## config.mk

```make
export PLATFORM = sky130hd
export DESIGN_NAME = rca_seq_ctrl
export DESIGN_NICKNAME = d
export VERILOG_FILES = /design/src/rtl/rca_seq_ctrl.sv
export SDC_FILE = /design/constraint.sdc
export NUM_CORES = 1
export LEC_CHECK = 0
export CORE_ASPECT_RATIO = 0.75
export CORE_MARGIN = 8
export CORE_UTILIZATION = 45
export CTS_BUF_LIST = sky130_fd_sc_hd__clkbuf_4
export CTS_CLUSTER_SIZE = 24
export DETAILED_ROUTE_END_ITERATION = 12
export PLACE_DENSITY = 0.87
export SLEW_MARGIN = 15
export SYNTH_ARGS = -nofsm -noshare
export SYNTH_HDL_FRONTEND = slang
export SYNTH_HIERARCHICAL = 1
export SYNTH_SLANG_ARGS = --single-unit
```

## constraint.sdc

```tcl
create_clock -name clk -period 3.5 [get_ports clk]
set_input_delay 0.35 -clock clk [delete_from_list [all_inputs] [get_ports clk]]
set_output_delay 0.35 -clock clk [all_outputs]
set_load 0.05 [all_outputs]
```

## src/rtl/rca_seq_ctrl.sv

```systemverilog
// Two-requester adder controller that time-shares a single 3-bit
// ripple-carry slice across all chunks of a W = 3*NCHUNK bit operand.

module rca (
    input  logic [2:0] a,
    input  logic [2:0] b,
    input  logic       cin,
    output logic [2:0] sum,
    output logic       cout
);
    logic [3:0] c;

    always_comb begin
        c[0] = cin;
        for (int i = 0; i < 3; i++) begin
            sum[i]   = a[i] ^ b[i] ^ c[i];
            c[i + 1] = (a[i] & b[i]) | (c[i] & (a[i] ^ b[i]));
        end
    end

    assign cout = c[3];
endmodule

module rca_seq_ctrl #(
    parameter int NCHUNK = 4
) (
    input  logic                clk,
    input  logic                rst_n,
    input  logic                req0_valid,
    input  logic                req1_valid,
    output logic                req0_ready,
    output logic                req1_ready,
    input  logic [3*NCHUNK-1:0] req0_a,
    input  logic [3*NCHUNK-1:0] req0_b,
    input  logic [3*NCHUNK-1:0] req1_a,
    input  logic [3*NCHUNK-1:0] req1_b,
    input  logic                req0_cin,
    input  logic                req1_cin,
    output logic                res_valid,
    input  logic                res_ready,
    output logic [3*NCHUNK-1:0] res_sum,
    output logic                res_cout,
    output logic                res_id,
    output logic                busy
);
    localparam int W  = 3 * NCHUNK;
    localparam int KW = (NCHUNK > 1) ? $clog2(NCHUNK) : 1;

    typedef enum logic [1:0] {IDLE, ADD, DONE} state_t;

    state_t        state, state_nx;
    logic [W-1:0]  a_q, b_q, sum_q;
    logic [KW-1:0] k;
    logic          carry, cout_q, id_q, last;
    logic          any_valid, gnt, accept, last_chunk;
    logic [2:0]    slice_a, slice_b, slice_s;
    logic          slice_co;

    assign any_valid  = req0_valid | req1_valid;
    // Contention goes to whoever was not served last; last resets to 1
    assign gnt        = req0_valid ? (req1_valid & ~last) : 1'b1;
    assign accept     = (state == IDLE) & rst_n & any_valid;
    assign last_chunk = (k == KW'(NCHUNK - 1));

    assign slice_a = a_q[k*3 +: 3];
    assign slice_b = b_q[k*3 +: 3];

    rca u_rca (
        .a    (slice_a),
        .b    (slice_b),
        .cin  (carry),
        .sum  (slice_s),
        .cout (slice_co)
    );

    always_ff @(posedge clk or negedge rst_n) begin
        if (!rst_n) state <= IDLE;
        else        state <= state_nx;
    end

    always_comb begin
        state_nx = state;
        unique case (state)
            IDLE: if (accept) state_nx = ADD;
            ADD:  if (last_chunk) state_nx = DONE;
            DONE: if (res_ready) state_nx = IDLE;
            default: state_nx = IDLE;
        endcase
    end

    always_comb begin
        req0_ready = accept & ~gnt;
        req1_ready = accept & gnt;
        res_valid  = (state == DONE);
        busy       = (state != IDLE);
    end

    always_ff @(posedge clk or negedge rst_n) begin
        if (!rst_n) begin
            a_q    <= '0;
            b_q    <= '0;
            sum_q  <= '0;
            k      <= '0;
            carry  <= 1'b0;
            cout_q <= 1'b0;
            id_q   <= 1'b0;
            last   <= 1'b1;
        end else begin
            if (accept) begin
                a_q   <= gnt ? req1_a : req0_a;
                b_q   <= gnt ? req1_b : req0_b;
                carry <= gnt ? req1_cin : req0_cin;
                sum_q <= '0;
                k     <= '0;
                id_q  <= gnt;
                last  <= gnt;
            end else if (state == ADD) begin
                sum_q[k*3 +: 3] <= slice_s;
                carry           <= slice_co;
                k               <= k + 1'b1;
                if (last_chunk) cout_q <= slice_co;
            end
        end
    end

    assign res_sum  = sum_q;
    assign res_cout = cout_q;
    assign res_id   = id_q;
endmodule

```

==> key figures, run 1 <==
Floorplan
  • Die area: 7868 sq um
  • Height of the die: 78.85 microns
  • I/O pins: 73
  • Die X-Extent: 99.80 microns
  • Core Area: 5209 sq um
  • Initial Util: 0.4550
  • FP Rows: 23

Power
  • Pwr dens: 835.1 nW/um^2
  • Pwr Total: 2.669 mW
  • Static Leakage: 1.487 nW
  • VDD IR max: 0.0002835 V

Layout
  • N_diodes: 0
  • Share of cells above drive strength 1: 0.1058
  • Post-Layout Cell Count: 368
  • Fin util: 0.6135
  • Most common cell after layout, fill and taps aside: clkdlybuf4s50_1
  • Design Area, Final: 3196 sq um
  • Number of nets in the layout: 356
  • Most frequent cells in the layout: 69 x clkdlybuf4s50_1, 43 x dfrtp_1, 37 x nand2_1
  • Syn-to-layout area delta: 34.85%
  • # fillers: 455

Logic synthesis
  • Yosys reg bits: 44
  • EDFF count, synth: 0
  • Synthesized Nets: 284
  • Synth warn: 6
  • Asr flop ratio synth: 1.000
  • Sequential area share after synthesis: 0.4652
  • Post-synthesis cell type count: 33
  • Most common flop cell mapped by yosys: dfrtp_1
  • Gate Count Post-Synth: 221
  • Synthesized cell area: 2370 sq um
  • Syn_area_per_cell: 10.72 sq um

CTS
  • Post-CTS Resized: 0
  • Clk_lat worst skew: 0.35 ns
  • Post-CTS Setup Inserts: 0
  • CTS Buf Count: 5
  • Reg clk slew, reported paths: 0.12 ns
  • Num Clock Sinks: 44
  • CTS max path bufs: 2
  • TritonCTS clock tree: yes
  • H-Tree Depth: 2
  • Root Buffer: clkbuf_4

GRT
  • First-pass GRT wire length: 9190 microns
  • GRT Resource Usage Total: 0.1454
  • Total grt overflow: 0
  • Largest net degree at the start of global routing: 32
  • Vias in the first global route: 1987
  • Initial antenna violation count: 0

Place
  • DP HPWL: 4392 microns
  • Dpl cell area: 3136 sq um
  • Placer congestion estimate: 0.8636
  • Port Buffers: 72
  • # placed instances: 360
  • Setup WS pre-CTS: 0.5822 ns

STA
  • Slew Viols, Final: 0
  • Unrepaired setup endpoints after global routing: false
  • Crit share post-route: 0.8322
  • Max Freq: 343.3 MHz
  • Final-report hold violation count: 0
  • Final worst slack: 0.5871 ns
  • Worst Clk Skew: 0.004786 ns
  • Fin crit period: 2.913 ns
  • # setup viols final: 0
  • Worst-Margin Slew: 0.7265 ns
  • Worst slew margin: 0.5154
  • Hold WS: 0.4745 ns
  • Total negative slack: 0 ns

Drt
  • Routed Antenna Nets: 0
  • Final wirelength: 5443 microns
  • Routed len/inst: 14.79 microns
  • TritonRoute pass-1 iters: 4
  • Via count: 1846
  • DR iter-0 viols: 68
  • DRC: 0
  • Vias per cell: 5.016

Min path
  • Hold Crit Class: in2async

Worst setup path
  • Critical path class: reg2reg
  • Crit path arrival time: 3.20 ns
  • Critical path launch point type: flop
  • Crit-path max FO: 13
  • Worst setup EP type: flop
  • CP required: 3.79 ns

Job
  • # Max-Cap Violations: 0

Status
  • Outcome: finished, final reports clean
[report_power, final]
part           internal [mW]  switching (mW)  total [mW]
sequential             0.739           0.176       0.916
combinational          0.617           0.899        1.52
clock                 0.0820           0.155       0.237
total                   1.44            1.23        2.67
[synth_stat cells (all sizes together), types with 2 or more instances]
library cell / number / area [sq um]
dfrtp: 43 / 1076
a22o: 3 / 26.28
nand3: 4 / 20.02
mux2: 4 / 45.04
clkbuf: 3 / 11.26
nor2: 5 / 18.77
inv: 17 / 63.81
nand4: 4 / 25.02
a21oi: 4 / 20.02
mux4: 6 / 135.1
o21a: 2 / 15.01
mux2i: 25 / 250.2
o21ai: 30 / 153.9
fa: 3 / 60.06
nor2b: 2 / 12.51
o31ai: 2 / 15.01
buf: 9 / 90.09
a21o: 2 / 15.01
ha: 5 / 62.56
and3: 5 / 31.28
nand2: 38 / 150.1
[registers in the layout, summed over array words and instances, names as in the netlist, 2 cells and up]
signal and count:
a_q 12, b_q 12, k 2, res_sum 12
state 2
[kinds of logic after synthesis]
kind of cell	count (synthesis)	share of synthesized area
AND/OR/NAND/NOR	60	0.1140
AO/OA/AOI/OAI	45	0.1177
flip-flops	44	0.4652
multiplexers	35	0.1816
buffers and inverters	29	0.06969
adder cells (fa/ha/maj)	8	0.05174
[final timing paths]
path | depth (start not counted) | startpoint | slack (ns) | to
max | 10 | k[0] | 0.59 | res_sum[2]
min | 2 | rst_n | 0.47 | res_id
max reg2reg | 10 | k[0] | 0.59 | res_sum[2]
min reg2reg | 2 | b_q[11] | 0.50 | b_q[11]
max in group asynchronous | 3 | rst_n | 2.32 | b_q[0]
min in group clk | 2 | b_q[11] | 0.50 | b_q[11]
[routing by layer]
| layer | share of wire | global-route usage | vias up |
|---|---|---|---|
| li1 | - | - | 902 |
| met2 | 0.46 | 0.2299 | 67 |
| met3 | 0.078 | 0.06550 | 7 |
| met5 | 0 | 0 | - |
| met1 | 0.45 | 0.1803 | 870 |
| met4 | 0.0092 | 0.02861 | 0 |
[final cells by class]
| cell class | count | area, sq um | area share |
|---|---|---|---|
| Timing Repair Buffer | 77 | 775.7 | 0.2428 |
| Tap cell | 75 | 93.84 | 0.02937 |
| Clock inverter | 1 | 5.005 | 0.001566 |
| Multi-Input combinational cell | 148 | 1110 | 0.3473 |
| Sequential cell | 44 | 1102 | 0.3450 |
| Inverter | 17 | 63.81 | 0.01997 |
| Clock buffer | 6 | 45.04 | 0.01410 |
[timing repair]
| action | CTS | global route |
|---|---|---|
| endpoints found under the hold margin | 17 | 0 |
| setup endpoints to repair | 0 | 0 |
| hold buffers | 1 | 0 |
[worst max-delay path: stages (launching register included)]
cell and delay (ns):
dfrtp_1 0.71, mux4_2 0.57, inv_1 0.09, fa_1 0.17
inv_1 0.05, fa_1 0.37, inv_1 0.08, fa_1 0.40
inv_1 0.11, nand4_1 0.10, a21oi_1 0.18
(Power assumes the default switching activity.)
==> run 2, diff against run 1 <==
==> constraint.sdc (replaced) <==
create_clock -name clk -period 2.7 [get_ports clk]
set_input_delay 0.27 -clock clk [delete_from_list [all_inputs] [get_ports clk]]
set_output_delay 0.27 -clock clk [all_outputs]
set_load 0.05 [all_outputs]
==> key figures, run 2 (synthesis gave the netlist of run 1 again) <==
Status
  • Outcome: finished, final reports clean

GRT
  • Largest net degree at the start of global routing: 33 (+3.1%)
  • Vias in the first global route: 2012 (+1.3%)
  • First-pass GRT wire length: 9390 microns (+2.2%)
  • GRT Resource Usage Total: 0.1483 (+0.002860)
  • Total grt overflow: 0 (unchanged)
  • Initial antenna violation count: 0 (unchanged)

Drt
  • Final wirelength: 5438 microns (about the same)
  • Routed Antenna Nets: 0 (unchanged)
  • Vias per cell: 4.898 (-2.4%)
  • Routed len/inst: 14.58 microns (-1.4%)
  • DR iter-0 viols: 61 (-10%)
  • TritonRoute pass-1 iters: 4 (unchanged)
  • DRC: 0 (unchanged)
  • Via count: 1827 (-1.0%)

Worst setup path
  • CP bufs+invs: 4 (unchanged)
  • CP cell instances: mux4_2 -> inv_1 -> fa_1 -> inv_1 -> fa_1 -> inv_1 -> fa_1 -> inv_2 -> and3_1 -> mux2_2
  • CP required: 2.96 ns (-0.83 ns)
  • Worst setup EP type: flop
  • Critical path class: reg2reg
  • Largest stage delay, worst path: 0.49 ns (-0.22 ns)
  • Crit-path max FO: 4 (-9)
  • Reg2reg setup slack: 0.09 ns (-0.49 ns)
  • CP max-delay cell: fa_1
  • Top delay family on crit path: adder cells
  • Critical path launch point type: flop
  • Crit path arrival time: 2.86 ns (-0.34 ns)

STA
  • Max Freq: 383.8 MHz (+12%)
  • Fin crit period: 2.605 ns (-0.3075 ns)
  • Worst Clk Skew: 0.01041 ns (+0.005628 ns)
  • Final-report hold violation count: 0 (unchanged)
  • Slew Viols, Final: 0 (unchanged)
  • Unrepaired setup endpoints after global routing: false
  • Total negative slack: 0 ns (unchanged)
  • Worst slew margin: 0.5153 (about the same)
  • # setup viols final: 0 (unchanged)
  • Hold WS: 0.3347 ns (-0.1398 ns)
  • Crit share post-route: 0.9649 (+0.1327)
  • Worst-Margin Slew: 0.7256 ns (-0.0009147 ns)

Floorplan
  • I/O pins: 73 (unchanged)
  • Die X-Extent: 99.80 microns (unchanged)
  • FP Rows: 23 (unchanged)
  • Initial Util: 0.4550 (unchanged)
  • Die area: 7868 sq um (unchanged)
  • Height of the die: 78.85 microns (unchanged)
  • Core Area: 5209 sq um (unchanged)

CTS
  • Reg clk slew, reported paths: 0.13 ns (about the same)
  • H-Tree Depth: 2 (unchanged)
  • Clk_lat worst skew: 0.36 ns (about the same)
  • Root Buffer: clkbuf_4
  • Post-CTS Setup Inserts: 0 (unchanged)
  • Num Clock Sinks: 44 (unchanged)
  • TritonCTS clock tree: yes
  • CTS Buf Count: 5 (unchanged)
  • CTS max path bufs: 2 (unchanged)

Place
  • Placer congestion estimate: 0.8771 (+1.6%)
  • Port Buffers: 72 (unchanged)
  • DP HPWL: 4414 microns (+0.50%)

Power
  • Clock share of power: 0.088 (about the same)
  • Net switching power: 1.642 mW (+33%)
  • Switching share of power: 0.4625 (+0.001424)
  • Pwr Total: 3.551 mW (+33%)
  • Pwr dens: 1097 nW/um^2 (+31%)
  • Static Leakage: 1.502 nW (+0.98%)
  • Reg power frac: 0.326 (-0.017)
  • Int Pwr: 1.909 mW (+33%)
  • Comb pwr share: 0.585 (+0.017)
  • VDD IR max: 0.0004196 V (+48%)

Layout
  • Syn-to-layout area delta: 36.59%
  • Most common cell after layout, fill and taps aside: clkdlybuf4s50_1
  • Fin util: 0.6214 (+0.007927)
  • Multi-input logic area: 1114 sq um (+0.34%)
  • Number of nets in the layout: 360 (+1.1%)
  • Storage cell area: 1104 sq um (+0.11%)
  • # fillers: 462 (+1.5%)
  • Share of cells above drive strength 1: 0.1275 (+0.02171)
  • Most frequent cells in the layout: 69 x clkdlybuf4s50_1, 42 x dfrtp_1, 37 x nand2_1
  • N_diodes: 0 (unchanged)

Min path
  • Hold Crit Class: in2async

Job
  • # Max-Cap Violations: 0 (unchanged)
[run 2: cell type report]
class | count | area share
clock buffer | 6 | 0.01392
clock inverter | 2 | 0.003479
inverter | 17 | 0.01971
multi-input combinational | 148 | 0.3440
sequential | 44 | 0.3409
tap | 75 | 0.02899
timing repair buffer | 81 | 0.2489
[run 2: through the flow]
step           worst slack, ns  cell area, sq um  instances
3_5_place_dp           0.06308              3166        364
6_report               0.09468              3237        373
2_1_floorplan          0.06303              2370        221
5_1_grt               0.003082              3237        373
4_1_cts                0.03772              3232        373
3_3_place_gp            0.1505              3166        364
[run 2: worst paths after layout]
check / from / to / depth (start not counted)
worst max-delay path: k[0] / res_sum[5] / 10
worst min-delay path: rst_n / res_sum[8] / 2
worst max register to register: k[0] / res_sum[5] / 10
worst min register to register: b_q[10] / b_q[10] / 2
max in group asynchronous: rst_n / last / 3
min in group clk: res_ready / state[1] / 2
[run 2: what timing repair did]
item | 4_1_cts | 5_1_grt
gates resized for setup | 0 | 3
hold endpoints to repair | 12 | 0
setup endpoints to repair | 0 | 3
hold buffers | 1 | 0
[run 2: power by group through the flow]
stage | Sequential (mW) | Combinational (mW) | Clock (mW)
global placement | 1.16 | 1.99 | 0
CTS | 1.16 | 2.06 | 0.327
floorplan | 1.40 | 1.19 | 0
finish | 1.16 | 2.08 | 0.314
global route | 1.20 | 2.30 | 0.350
detailed placement | 1.18 | 2.06 | 0
[run 2: metal layers]
layer  track usage  share of wire
met1        0.1813           0.45
met2        0.2412           0.46
met3       0.05502          0.080
met4       0.04066         0.0099
met5             0              0
==> run 3, diff against run 2 <==
==> constraint.sdc (replaced) <==
create_clock -name clk -period 2.6 [get_ports clk]
set_input_delay 0.26 -clock clk [delete_from_list [all_inputs] [get_ports clk]]
set_output_delay 0.26 -clock clk [all_outputs]
set_load 0.05 [all_outputs]
==> key figures, run 3 (synthesis gave the netlist of run 1 again) <==
Floorplan
  • FP Rows: 23 (unchanged)
  • Height of the die: 78.85 microns (unchanged)
  • I/O pins: 73 (unchanged)
  • Die area: 7868 sq um (unchanged)
  • Core Area: 5209 sq um (unchanged)
  • Die X-Extent: 99.80 microns (unchanged)
  • Initial Util: 0.4550 (unchanged)

STA
  • Worst Clk Skew: 0.005534 ns (-0.004880 ns)
  • Crit share post-route: 0.9817 (+0.01673)
  • Max Freq: 391.8 MHz (+2.1%)
  • Hold WS: 0.2586 ns (-0.07616 ns)
  • Slew Viols, Final: 0 (unchanged)
  • Worst-Margin Slew: 0.6310 ns (-0.09464 ns)
  • Final-report hold violation count: 0 (unchanged)
  • Unrepaired setup endpoints after global routing: true
  • Final worst slack: 0.04767 ns (-0.04701 ns)
  • Fin crit period: 2.552 ns (-0.05299 ns)
  • Worst slew margin: 0.5785 (+0.06322)
  • # setup viols final: 0 (unchanged)
  • Total negative slack: 0 ns (unchanged)

Drt
  • Met1 wire length: 2349 microns (-3.1%)
  • TritonRoute pass-1 iters: 4 (unchanged)
  • Via count: 1856 (+1.6%)
  • Met3 WL: 466 microns (+6.9%)
  • Vias per cell: 5.003 (+2.1%)
  • Routed Antenna Nets: 0 (unchanged)
  • Routed len/inst: 14.62 microns (+0.30%)
  • WL met2: 2546 microns (+0.91%)
  • DR iter-0 viols: 81 (+33%)
  • Final wirelength: 5425 microns (-0.24%)
  • DRC: 0 (unchanged)
  • Top routing layer used: met4

Place
  • Setup WS pre-CTS: 0.02918 ns (-0.03390 ns)
  • DP HPWL: 4379 microns (-0.78%)
  • Port Buffers: 72 (unchanged)
  • # placed instances: 362 (-0.55%)
  • Placer congestion estimate: 0.8124 (-7.4%)

Layout
  • Number of nets in the layout: 358 (-0.56%)
  • Post-Layout Cell Count: 371 (-0.54%)
  • N_diodes: 0 (unchanged)
  • Syn-to-layout area delta: 37.70%
  • Most common cell after layout, fill and taps aside: clkdlybuf4s50_1
  • Most frequent cells in the layout: 69 x clkdlybuf4s50_1, 42 x dfrtp_1, 37 x nand2_1
  • Fin util: 0.6265 (+0.005044)
  • # fillers: 445 (-3.7%)
  • Share of cells above drive strength 1: 0.1351 (+0.007618)

CTS
  • H-Tree Depth: 2 (unchanged)
  • Root Buffer: clkbuf_4
  • Post-CTS Setup Inserts: 0 (unchanged)
  • Num Clock Sinks: 44 (unchanged)
  • CTS Buf Count: 5 (unchanged)
  • Reg clk slew, reported paths: 0.12 ns (about the same)
  • TritonCTS clock tree: yes
  • CTS max path bufs: 2 (unchanged)
  • Clk_lat worst skew: 0.35 ns (about the same)

Worst setup path
  • Worst Setup EP: res_sum[5]
  • Crit-path max FO: 4 (unchanged)
  • Critical path launch point type: flop
  • Crit path arrival time: 2.80 ns (-0.06 ns)
  • Reg2reg setup slack: 0.05 ns (-0.05 ns)
  • Worst setup EP type: flop
  • R2R Path End: res_sum[5]
  • CP required: 2.84 ns (-0.12 ns)
  • Worst Setup SP: k[0]
  • Reg2reg path depth: 10 (unchanged)
  • Critical path class: reg2reg
  • Worst reg2reg startpoint: k[0]

Power
  • VDD IR max: 0.0004546 V (+8.3%)
  • Pwr dens: 1165 nW/um^2 (+6.2%)
  • Static Leakage: 1.503 nW (about the same)

GRT
  • First-pass GRT wire length: 9073 microns (-3.4%)
  • Initial antenna violation count: 0 (unchanged)
  • GRT Resource Usage Total: 0.1434 (-0.004900)
  • Vias in the first global route: 1963 (-2.4%)
  • Total grt overflow: 0 (unchanged)
  • Largest net degree at the start of global routing: 43 (+30%)

Job
  • # Max-Cap Violations: 0 (unchanged)

Status
  • Outcome: finished, final reports clean

Min path
  • Hold Crit Class: in2async
run 3: cell count changes in the layout (fill, tap and decap cells not counted), sizes merged:
cell and change:
buf -2, bufinv +1, clkbuf -1, clkinv +1
clkinvlp -1
run 3: critical path, cell delays in order, from the launching register on:
cell	delay, ns
dfrtp_2	0.47
mux4_2	0.35
inv_2	0.04
fa_2	0.35
inv_2	0.06
fa_2	0.19
inv_2	0.04
fa_1	0.51
inv_2	0.05
and3_4	0.14
mux2_2	0.25
run 3: timing repair:
action | CTS | global route
hold endpoints to repair | 2 | 0
gates resized for setup | 1 | 8
pin swaps | 0 | 3
hold buffers | 1 | 0
endpoints found under the setup margin | 2 | 3
run 3: power by group:
| part | switching (mW) | internal [mW] |
|---|---|---|
| clock | 0.209 | 0.196 |
| combinational | 1.29 | 0.899 |
| sequential | 0.204 | 0.998 |
run 3: final cells by class:
cell class | count | area, sq um | area share
flip-flops and latches | 44 | 1104 | 0.3382
inverters | 17 | 63.81 | 0.01956
clock inverters | 3 | 37.54 | 0.01150
clock buffers | 5 | 37.54 | 0.01150
well taps | 75 | 93.84 | 0.02876
multi-input cells | 148 | 1120 | 0.3432
repair buffers | 79 | 807.0 | 0.2473
run 3: worst min path at each step:
stage	startpoint	endpoint	slack (ns)
2_1_floorplan	rst_n	a_q[0]	-0.04
3_3_place_gp	rst_n	res_id	0.08
6_report	rst_n	res_id	0.26
5_1_grt	rst_n	res_id	0.25
3_5_place_dp	rst_n	res_id	0.09
4_1_cts	rst_n	res_id	0.25
run 3: metrics by stage:
stage | area, sq um | total power [mW]
3_5_place_dp | 3163 | 3.325
2_1_floorplan | 2376 | 2.706
5_1_grt | 3263 | 4.088
4_1_cts | 3249 | 3.741
3_3_place_gp | 3163 | 3.263
6_report | 3263 | 3.800
run 3: per-layer routing:
layer | global-route usage | vias to the layer above
li1 | - | 908
met1 | 0.1729 | 874
met2 | 0.2306 | 67
met3 | 0.05240 | 7
met4 | 0.05422 | 0
met5 | 0 | -
